`config.mk`:
```
export PLATFORM = sky130hd
export DESIGN_NAME = cmp_search_ctrl
export DESIGN_NICKNAME = d
export VERILOG_FILES = /design/src/rtl/cmp_pkg.sv /design/src/rtl/cmp_settle_timer.sv /design/src/rtl/cmp_search_ctrl.sv
export SDC_FILE = /design/constraint.sdc
export NUM_CORES = 1
export LEC_CHECK = 0
export ABC_AREA = 1
export BUFFER_PORTS_ARGS = -buffer_cell sky130_fd_sc_hd__buf_4
export CAP_MARGIN = 15
export CELL_PAD_IN_SITES_DETAIL_PLACEMENT = 1
export CELL_PAD_IN_SITES_GLOBAL_PLACEMENT = 1
export CORE_MARGIN = 2
export CORE_UTILIZATION = 39
export DETAILED_ROUTE_END_ITERATION = 12
export PLACE_DENSITY_LB_ADDON = 0.12
export SYNTH_ARGS = -nofsm -noshare
export SYNTH_HDL_FRONTEND = slang
export SYNTH_SLANG_ARGS = --single-unit
```
`constraint.sdc`:
```
create_clock -name clk -period 2.4 [get_ports clk]
set_input_delay 0.72 -clock clk [delete_from_list [all_inputs] [get_ports clk]]
set_output_delay 0.72 -clock clk [all_outputs]
set_load 0.02 [all_outputs]
```
`src/rtl/cmp_pkg.sv`:
```
// -----------------------------------------------------------------------------
// cmp_pkg
// Shared definitions for the comparator binary-search controller:
//   - FSM state encoding (ST_IDLE, ST_PROBE)
//   - default WIDTH / SETTLE values
//   - one-hot {g,l,e} response codes returned by the comparator
// -----------------------------------------------------------------------------
package cmp_pkg;

    typedef enum logic {
        ST_IDLE  = 1'b0,
        ST_PROBE = 1'b1
    } state_t;

    localparam int DEF_WIDTH  = 4;
    localparam int DEF_SETTLE = 1;

    // Comparator response codes, ordered {g, l, e}.
    localparam logic [2:0] CMP_GT = 3'b100;
    localparam logic [2:0] CMP_LT = 3'b010;
    localparam logic [2:0] CMP_EQ = 3'b001;

endpackage

```
`src/rtl/cmp_settle_timer.sv`:
```
// -----------------------------------------------------------------------------
// cmp_settle_timer
// 4-bit down-counter that measures how long a probe has been held.
// Loading it with SETTLE-1 makes tick assert during the SETTLE-th cycle after
// the load edge; the counter then rests at zero (tick stays high) until the
// next load.
//
// Ports:
//   clk       in   system clock, rising edge
//   rst_n     in   asynchronous active-low reset
//   load      in   reload the counter with load_val (has priority)
//   load_val  in   4-bit reload value (SETTLE-1)
//   tick      out  counter has reached zero
// -----------------------------------------------------------------------------
module cmp_settle_timer
    import cmp_pkg::*;
(
    input  logic       clk,
    input  logic       rst_n,
    input  logic       load,
    input  logic [3:0] load_val,
    output logic       tick
);

    logic [3:0] count;

    always_ff @(posedge clk or negedge rst_n) begin
        if (!rst_n) begin
            count <= 4'd0;
        end else if (load) begin
            count <= load_val;
        end else if (count != 4'd0) begin
            count <= count - 4'd1;
        end
    end

    assign tick = (count == 4'd0);

endmodule

```
`src/rtl/cmp_search_ctrl.sv`:
```
// -----------------------------------------------------------------------------
// cmp_search_ctrl
// Locates the unknown value on an external comparator's a input by binary
// search: drives a probe onto the comparator's b input, waits SETTLE cycles,
// samples {g,l,e} and narrows the [lo, hi] interval until e is seen, the
// interval empties, or an illegal response code appears.
//
// Ports:
//   clk     in   system clock, rising edge
//   rst_n   in   asynchronous active-low reset
//   start   in   begin a search (only honoured while busy=0)
//   g,l,e   in   comparator outputs a>b, a<b, a==b
//   probe   out  WIDTH-bit value driven to comparator b (registered)
//   busy    out  search in progress
//   done    out  one-cycle pulse when a search ends
//   found   out  e was seen (valid with/after done)
//   err     out  illegal {g,l,e} code was seen (valid with/after done)
//   result  out  last probe value (valid with/after done)
// -----------------------------------------------------------------------------
module cmp_search_ctrl
    import cmp_pkg::*;
#(
    parameter int WIDTH  = DEF_WIDTH,
    parameter int SETTLE = DEF_SETTLE
) (
    input  logic             clk,
    input  logic             rst_n,
    input  logic             start,
    input  logic             g,
    input  logic             l,
    input  logic             e,
    output logic [WIDTH-1:0] probe,
    output logic             busy,
    output logic             done,
    output logic             found,
    output logic             err,
    output logic [WIDTH-1:0] result
);

    // Bounds carry one extra bit so lo may step past hi (e.g. 2^WIDTH)
    // without wrapping back into range.
    localparam logic [WIDTH:0]   HI_INIT     = {1'b0, {WIDTH{1'b1}}};
    localparam logic [WIDTH-1:0] PROBE_INIT  = {1'b0, {(WIDTH-1){1'b1}}};
    localparam logic [WIDTH:0]   ONE_B       = (WIDTH+1)'(1);
    localparam logic [3:0]       SETTLE_LOAD = 4'(SETTLE - 1);

    state_t           state, state_nx;
    logic [WIDTH:0]   lo, lo_nx;
    logic [WIDTH:0]   hi, hi_nx;
    logic [WIDTH-1:0] probe_nx;
    logic [WIDTH-1:0] result_nx;
    logic             done_nx;
    logic             found_nx;
    logic             err_nx;
    logic             timer_load;
    logic             tick;

    // Scratch values for the PROBE decision
    logic [2:0]       code;
    logic [WIDTH:0]   lo_upd;
    logic [WIDTH:0]   hi_upd;
    logic             stepped;
    logic             finish;

    // Midpoint of two bounds; the sum of a bound pair never exceeds
    // 2^(WIDTH+1)-1, so the WIDTH+1-bit add cannot overflow.
    function automatic logic [WIDTH-1:0] mid_of(input logic [WIDTH:0] a,
                                                input logic [WIDTH:0] b);
        logic [WIDTH:0] sum;
        sum = a + b;
        return sum[WIDTH:1];
    endfunction

    cmp_settle_timer u_timer (
        .clk      (clk),
        .rst_n    (rst_n),
        .load     (timer_load),
        .load_val (SETTLE_LOAD),
        .tick     (tick)
    );

    always_ff @(posedge clk or negedge rst_n) begin
        if (!rst_n) begin
            state  <= ST_IDLE;
            lo     <= '0;
            hi     <= '0;
            probe  <= '0;
            result <= '0;
            done   <= 1'b0;
            found  <= 1'b0;
            err    <= 1'b0;
        end else begin
            state  <= state_nx;
            lo     <= lo_nx;
            hi     <= hi_nx;
            probe  <= probe_nx;
            result <= result_nx;
            done   <= done_nx;
            found  <= found_nx;
            err    <= err_nx;
        end
    end

    always_comb begin
        state_nx   = state;
        lo_nx      = lo;
        hi_nx      = hi;
        probe_nx   = probe;
        result_nx  = result;
        done_nx    = 1'b0;
        found_nx   = found;
        err_nx     = err;
        timer_load = 1'b0;
        code       = {g, l, e};
        lo_upd     = lo;
        hi_upd     = hi;
        stepped    = 1'b0;
        finish     = 1'b0;

        case (state)
            ST_IDLE: begin
                if (start) begin
                    state_nx   = ST_PROBE;
                    lo_nx      = '0;
                    hi_nx      = HI_INIT;
                    probe_nx   = PROBE_INIT;
                    found_nx   = 1'b0;
                    err_nx     = 1'b0;
                    timer_load = 1'b1;
                end
            end

            ST_PROBE: begin
                if (tick) begin
                    case (code)
                        CMP_EQ: begin
                            result_nx = probe;
                            found_nx  = 1'b1;
                            finish    = 1'b1;
                        end
                        CMP_GT: begin
                            lo_upd  = {1'b0, probe} + ONE_B;
                            stepped = 1'b1;
                        end
                        CMP_LT: begin
                            // a < 0 cannot exist: nothing left to search.
                            if (probe == '0) begin
                                result_nx = probe;
                                finish    = 1'b1;
                            end else begin
                                hi_upd  = {1'b0, probe} - ONE_B;
                                stepped = 1'b1;
                            end
                        end
                        default: begin
                            result_nx = probe;
                            err_nx    = 1'b1;
                            found_nx  = 1'b0;
                            finish    = 1'b1;
                        end
                    endcase

                    if (stepped) begin
                        lo_nx = lo_upd;
                        hi_nx = hi_upd;
                        if (lo_upd > hi_upd) begin
                            result_nx = probe;
                            found_nx  = 1'b0;
                            err_nx    = 1'b0;
                            finish    = 1'b1;
                        end else begin
                            probe_nx   = mid_of(lo_upd, hi_upd);
                            timer_load = 1'b1;
                        end
                    end

                    if (finish) begin
                        state_nx = ST_IDLE;
                        done_nx  = 1'b1;
                    end
                end
            end

            default: state_nx = ST_IDLE;
        endcase
    end

    assign busy = (state == ST_PROBE);

endmodule

```
==> summary.md, run 1 <==
| Metric | Value |
|---|---|
| Run status | finished clean |
| Fraction of layout cells with a size suffix above 1 | 39.1% |
| Vias | 1611 |
| Sequential fraction of the synthesis area | 37.6% |
| M1 WL | 2.15 mm |
| GRT Util Overall | 20.9% |
| Critical path arrival | 2.57 ns |
| Count leader, synth | nand2_1 |
| Netlist cell types | 29 |
| Worst Hold Class | in2async |
| CTS tree | yes |
| RD Place Congestion | 0.792 |
| Vias in the first global route | 1728 |
| Clock root buffer | clkbuf_8 |
| PortBufs | 17 |
| H-tree levels | 1 |
| Sequential cell area | 652 um2 |
| Syn Area/Cell | 7.83 um2 |
| Ys async rst share | 100% |
| Lkg Pwr | 1.23 nW |
| Initial Utilization | 40.0% |
| Drt first pass iters | 4 |
| Synth area leader | dfrtp_1 |
| Die height | 70.6 um |
| Fin. Hold Viols | 0 |
| Peak supply drop | 0.451 mV |
| Worst slew pin tran | 0.377 ns |
| Mapped Nets | 241 |
| Grt ovf | 0 |
| R2R depth | 17 |
| Highest routed metal layer | met4 |
| Startpoint types | input pin |
| Post-Route WL | 5.08 mm |
| Count of final setup violators | 0 |
| Met3 WL | 61 um |
| RSZ-0062 raised after global routing | yes |
| Hold slack final | 0.330 ns |
| Combinational Power Share | 62.3% |
| Rows | 24 |
| Post-synth top flop | dfrtp_1 |
| Final worst-path cycle share | 99.9% |
| P per Cell Area | 1250 nW/um2 |
| Clk_lat worst skew | 0.28 ns |
| Ports | 18 |
| Fmax | 417 MHz |
| Clock buffer depth | 2 |
| Synth Instances | 221 |
| Initial DRC count | 52 |
| DIE WIDTH | 70.6 um |
| RR Startpoint | probe[0] |
| Crit path kind | in2reg |
| Crit. End Element | register |
| Global-route wire length before repair | 8.11 mm |
| Area grow syn2layout | 38.2% |
| Slew Limit Fails | 0 |
| Num CTS Buffers | 3 |
| Post-layout net count | 292 |
| Part of the power in registers | 25.2% |
| Post-DP HPWL | 3.59 mm |
| CP Capture Point | result[0] |
| Internal | 1.65 mW |
| Yosys top cell area share | 37.6% |
| Worst EP required | 2.58 ns |
| Largest net degree at the start of global routing | 27 |
| Die area | 4990 um2 |
| Critical path fanouts, max | 5 |
| Yosys reg bits | 26 |
| Worst rel slew slack | 74.8% |
| Max-cap violations | 0 |
| Residual DRC | 0 |
| Synth top area cells | dfrtp_1 (38%), nand2_1 (12%), ha_1 (9.4%), nand3_1 (7.8%), inv_1 (5.9%) |
| Number of flops mapped to enable cells by yosys | 0 |
| Final Skew | 0.00681 ns |
| Final core occ | 55.3% |
| Initial antenna violation count | 0 |
| Clk network pwr share | 12.5% |
| Switching portion of total power | 44.4% |
| WL met2 | 2.81 mm |
| Setup crit start | l |
| Core area | 4320 um2 |
| Post-synthesis cell area | 1730 um2 |
| Reg-to-reg slack, setup | 0.002 ns |
| CTS sink count | 26 |
| FILL cells | 535 |
| Final min period | 2.40 ns |
| Area of the multi-input gates | 1120 um2 |
| Synth cell count leaders | nand2_1 (57), inv_1 (27), nand3_1 (27), dfrtp_1 (26), nor2_1 (20) |
| Switching power | 1.32 mW |
| # hold bufs at CTS | 0 |
| Post-DR vias/cell | 4.99 |
| WL per Instance | 15.7 um |
| Yosys warning total | 0 |
| DRT antenna net count | 0 |
| Reg2reg end | busy |
| Antenna Cells | 0 |
| Worst-path clk slew | 0.10 ns |
stage by stage:
| stage | setup TNS, ns | worst slack (ns) | cells | instance area [um2] | total power, mW |
|---|---|---|---|---|---|
| 2_1_floorplan | -0.0344 | -0.0175 | 221 | 1750 | 1.70 |
| 3_3_place_gp | -3.84 | -0.267 | 313 | 2120 | 2.30 |
| 3_5_place_dp | -4.72 | -0.341 | 313 | 2120 | 2.34 |
| 4_1_cts | -0.00330 | -0.00309 | 320 | 2300 | 2.84 |
| 5_1_grt | -1.38 | -0.128 | 323 | 2390 | 3.22 |
| 6_report | 0 | 0.00221 | 323 | 2390 | 2.98 |
cell type report:
cell class                 instances  share of cell area, %
tap                               52                   2.72
clock inverter                     1                   1.26
timing repair buffer              47                   15.1
clock buffer                       3                   1.73
inverter                          33                   5.33
sequential                        26                   27.2
multi-input combinational        161                   46.7
repair_timing:
action	4_1_cts	5_1_grt
buffers inserted	3	3
gates resized for setup	21	21
setup endpoints to repair	16	16
pin swaps	9	14
hold endpoints to repair	0	0
state kept, by name, summed over array words and instances (netlist names):
name / count
found: 1
lo: 5
probe: 4
hi: 5
result: 4
busy: 1
u_timer.count: 4
done: 1
err: 1
how the worst min path moves through the flow:
stage,depth (start not counted),to,from,slack [ns]
detailed placement,2,result[2],result[2],0.46
floorplan,0,busy,rst_n,0.42
global placement,2,result[0],result[0],0.46
global route,1,u_timer.count[0],rst_n,0.35
CTS,1,u_timer.count[0],rst_n,0.34
finish,1,u_timer.count[0],rst_n,0.33
per-layer routing:
layer	vias up	GRT usage, %
li1	794	-
met1	802	24.8
met2	10	40.8
met3	5	1.71
met4	0	5.03
met5	-	0
kinds of logic after synthesis:
kind of cell	count (synthesis)	share of synthesized area [%]
simple gates	120	34.2
buf+inv	34	7.52
flops	26	37.6
compound gates	20	6.51
fa+ha+maj	14	10.6
xor+xnor	6	3.04
mux	1	0.578
layout by cell type, fill, tap and decap left out, drive strengths merged, types with 2 or more instances in the layout:
cell	n
a21oi	6
buf	47
clkbuf	3
dfrtp	26
ha	13
inv	32
nand2	64
nand3	27
nor2	22
nor3	3
o21ai	12
or2	2
xnor2	2
xor2	4
critical path: stages:
cell      delay, ns
buf_4          0.13
nor3_4         0.20
buf_4          0.15
nand4_1        0.08
o21ai_1        0.22
ha_4           0.27
inv_1          0.09
nor2_4         0.05
nand3b_1       0.23
nand2_1        0.12
nand2_2        0.11
nand2_4        0.08
nand2_2        0.08
nand2_1        0.05
power groups by stage:
stage / Combinational, mW / Sequential, mW / Clock [mW]
detailed placement: 1.59 / 0.748 / 0
CTS: 1.71 / 0.744 / 0.382
global placement: 1.55 / 0.745 / 0
global route: 2.06 / 0.773 / 0.395
finish: 1.85 / 0.751 / 0.373
floorplan: 0.879 / 0.818 / 0
Note: power is estimated with default switching activity, not from simulation.
==> run 2: changes to the inputs <==
- CORE_UTILIZATION: 39 -> 35
- SLEW_MARGIN: unset -> 20
==> run 2 against run 1 <==
Against the previous run:
- setup slack better by 0.0065 ns
- worst hold slack better by 0.0074 ns
- non-clock buffer count up 5
- cell area up 8.4%
- sequential share of layout area down 2.1 points
- core utilization down 0.77 points
- clock skew down 0.0024 ns
- final cell count up 6.2%
- wire length up 1.4%
- flip-flop and latch count unchanged
- critical path depth down 1
- fmax up 0.27%
- critical endpoint is now probe[1]
==> summary.md, run 2 (synthesized netlist as in run 1, its figures left out) <==
| Metric | Value |
|---|---|
| FILL cells | 571 (was 535) |
| Final setup TNS | 0 ns (unchanged) |
| Final instance area | 2590 um2 (was 2390 um2) |
| Worst slew pin tran | 0.382 ns (was 0.377 ns) |
| Post-layout net count | 297 (was 292) |
| Switching power | 1.46 mW (was 1.32 mW) |
| Worst rel slew slack | 74.4% (was 74.8%) |
| Grt ovf | 0 (unchanged) |
| Startpoint types | input pin (unchanged) |
| Rows | 25 (was 24) |
| Antenna Cells | 0 (unchanged) |
| RD Place Congestion | 0.782 (was 0.792) |
| Part of the power in registers | 22.5% (was 25.2%) |
| Switching portion of total power | 45.3% (was 44.4%) |
| Final worst-path cycle share | 99.6% (was 99.9%) |
| Largest net degree at the start of global routing | 27 (unchanged) |
| Clk network pwr share | 11.7% (was 12.5%) |
| Initial Utilization | 36.4% (was 40.0%) |
| Most common cell after layout, fill and taps aside | buf_4 (was nand2_1) |
| Clk_lat worst skew | 0.28 ns (about the same) |
| Slew Limit Fails | 0 (unchanged) |
| DRT antenna net count | 0 (unchanged) |
| RSZ-0062 raised after global routing | yes (unchanged) |
| PortBufs | 17 (unchanged) |
| Run status | finished clean (unchanged) |
| Lkg Pwr | 1.27 nW (was 1.23 nW) |
| GRT Util Overall | 19.3% (was 20.9%) |
| P per Cell Area | 1240 nW/um2 (was 1250 nW/um2) |
| Largest registers | hi: 5 flops, lo: 5 flops (unchanged) |
| Clock buffer depth | 2 (unchanged) |
| Vias | 1609 (was 1611) |
| Fraction of layout cells with a size suffix above 1 | 47.5% (was 39.1%) |
| Max-cap violations | 0 (unchanged) |
| Cell total after placement | 330 (was 313) |
| WL per Instance | 15.0 um (was 15.7 um) |
| Overall Power | 3.23 mW (was 2.98 mW) |
| Drt first pass iters | 4 (unchanged) |
| Die area | 5520 um2 (was 4990 um2) |
| Post-Place Worst Slack | -0.421 ns (was -0.341 ns) |
| Internal | 1.77 mW (was 1.65 mW) |
| Fmax | 418 MHz (was 417 MHz) |
| CTS sink count | 26 (unchanged) |
| Crit path kind | in2reg (unchanged) |
| Global-route wire length before repair | 8.07 mm (was 8.11 mm) |
| Worst-path clk slew | 0.10 ns (about the same) |
| DIE WIDTH | 74.3 um (was 70.6 um) |
| Final min period | 2.39 ns (was 2.40 ns) |
| Final Skew | 0.00443 ns (was 0.00681 ns) |
| Crit. End Element | register (unchanged) |
| Die height | 74.3 um (was 70.6 um) |
| Critical path fanouts, max | 6 (was 5) |
| Ports | 18 (unchanged) |
| Vias in the first global route | 1654 (was 1728) |
| Residual DRC | 0 (unchanged) |
| Peak supply drop | 0.507 mV (was 0.451 mV) |
| Critical path arrival | 2.57 ns (about the same) |
| Fin. Hold Viols | 0 (unchanged) |
| Core area | 4750 um2 (was 4320 um2) |
| CTS tree | yes (unchanged) |
| Area grow syn2layout | 49.9% (was 38.2%) |
| Num CTS Buffers | 3 (unchanged) |
| Count of final setup violators | 0 (unchanged) |
| Worst EP required | 2.58 ns (about the same) |
| Initial antenna violation count | 0 (unchanged) |
| Final setup margin | 0.00871 ns (was 0.00221 ns) |
| Initial DRC count | 34 (was 52) |
| Post-DP Area | 2150 um2 (was 2120 um2) |
| Post-DP HPWL | 3.57 mm (was 3.59 mm) |
| Combinational Power Share | 65.8% (was 62.3%) |
| Most frequent cells in the layout | buf_4 (45), nand2_1 (43), dfrtp_1 (25) (was nand2_1 (48), buf_4 (45), dfrtp_1 (25)) |
| Clock root buffer | clkbuf_8 (unchanged) |
| Worst Hold Class | in2async (unchanged) |
| Non-Filler Instances | 343 (was 323) |
| Post-DR vias/cell | 4.69 (was 4.99) |
| Post-Route WL | 5.15 mm (was 5.08 mm) |
| H-tree levels | 1 (unchanged) |
run 2: changes by cell type in the layout (fill, tap and decap cells not counted), sizes merged:
cell / previous run / this run
buf: 47 / 52
run 2: through the flow:
| step | util, % | hold slack, ns |
|---|---|---|
| 2_1_floorplan | - | 0.424 |
| 3_3_place_gp | 45.3 | 0.458 |
| 3_5_place_dp | 45.3 | 0.468 |
| 4_1_cts | 48.9 | 0.345 |
| 5_1_grt | 54.6 | 0.359 |
| 6_report | 54.6 | 0.337 |
run 2: area by class of cell:
cell class | instances | area, um2 | area share, %
sequential | 26 | 652 | 25.1
clock inverter | 1 | 30.0 | 1.16
timing repair buffer | 52 | 417 | 16.1
clock buffer | 3 | 41.3 | 1.59
tap | 67 | 83.8 | 3.23
multi-input combinational | 161 | 1230 | 47.6
inverter | 33 | 135 | 5.21
run 2: worst paths after layout:
| kind | from | endpoint | slack, ns | depth (start not counted) |
|---|---|---|---|---|
| setup / recovery | g | probe[1] | 0.009 | 13 |
| hold / removal | rst_n | probe[3] | 0.34 | 1 |
| setup reg to reg | probe[0] | u_timer.count[0] | 0.03 | 16 |
| hold reg to reg | result[2] | result[2] | 0.50 | 2 |
| max in group asynchronous | rst_n | probe[0] | 1.78 | 1 |
| min in group clk | result[2] | result[2] | 0.50 | 2 |
run 2: power by group through the flow:
| stage | registers, mW | clock network (mW) | logic (mW) |
|---|---|---|---|
| 2_1_floorplan | 0.818 | 0 | 0.879 |
| 3_3_place_gp | 0.720 | 0 | 1.62 |
| 3_5_place_dp | 0.726 | 0 | 1.63 |
| 4_1_cts | 0.721 | 0.389 | 1.77 |
| 5_1_grt | 0.747 | 0.399 | 2.33 |
| 6_report | 0.726 | 0.379 | 2.12 |
run 2: layer usage:
metal  share of wire, %  vias up  track usage [%]
li1                   -      804                -
met1                 43      785             23.8
met2                 54       14             36.0
met3                1.9        6             2.85
met4               0.80        0             3.77
met5                  0        -                0
run 2: critical path, stage by stage:
cell and delay, ns:
buf_6 0.10, nor3_4 0.26, nand2_4 0.14, buf_6 0.15, o21ai_4 0.20, ha_4 0.23
inv_2 0.06, nor2_4 0.04, nand3b_1 0.23, nand3_4 0.16, buf_4 0.17, nand3_1 0.06
nand2_1 0.05
run 2: repair_timing:
item | in CTS | in global routing
pin swaps | 9 | 19
endpoints found under the hold margin | 0 | 0
gates resized for setup | 20 | 59
hold buffers | 0 | 0
setup buffers | 2 | 9
setup endpoints to repair | 16 | 16
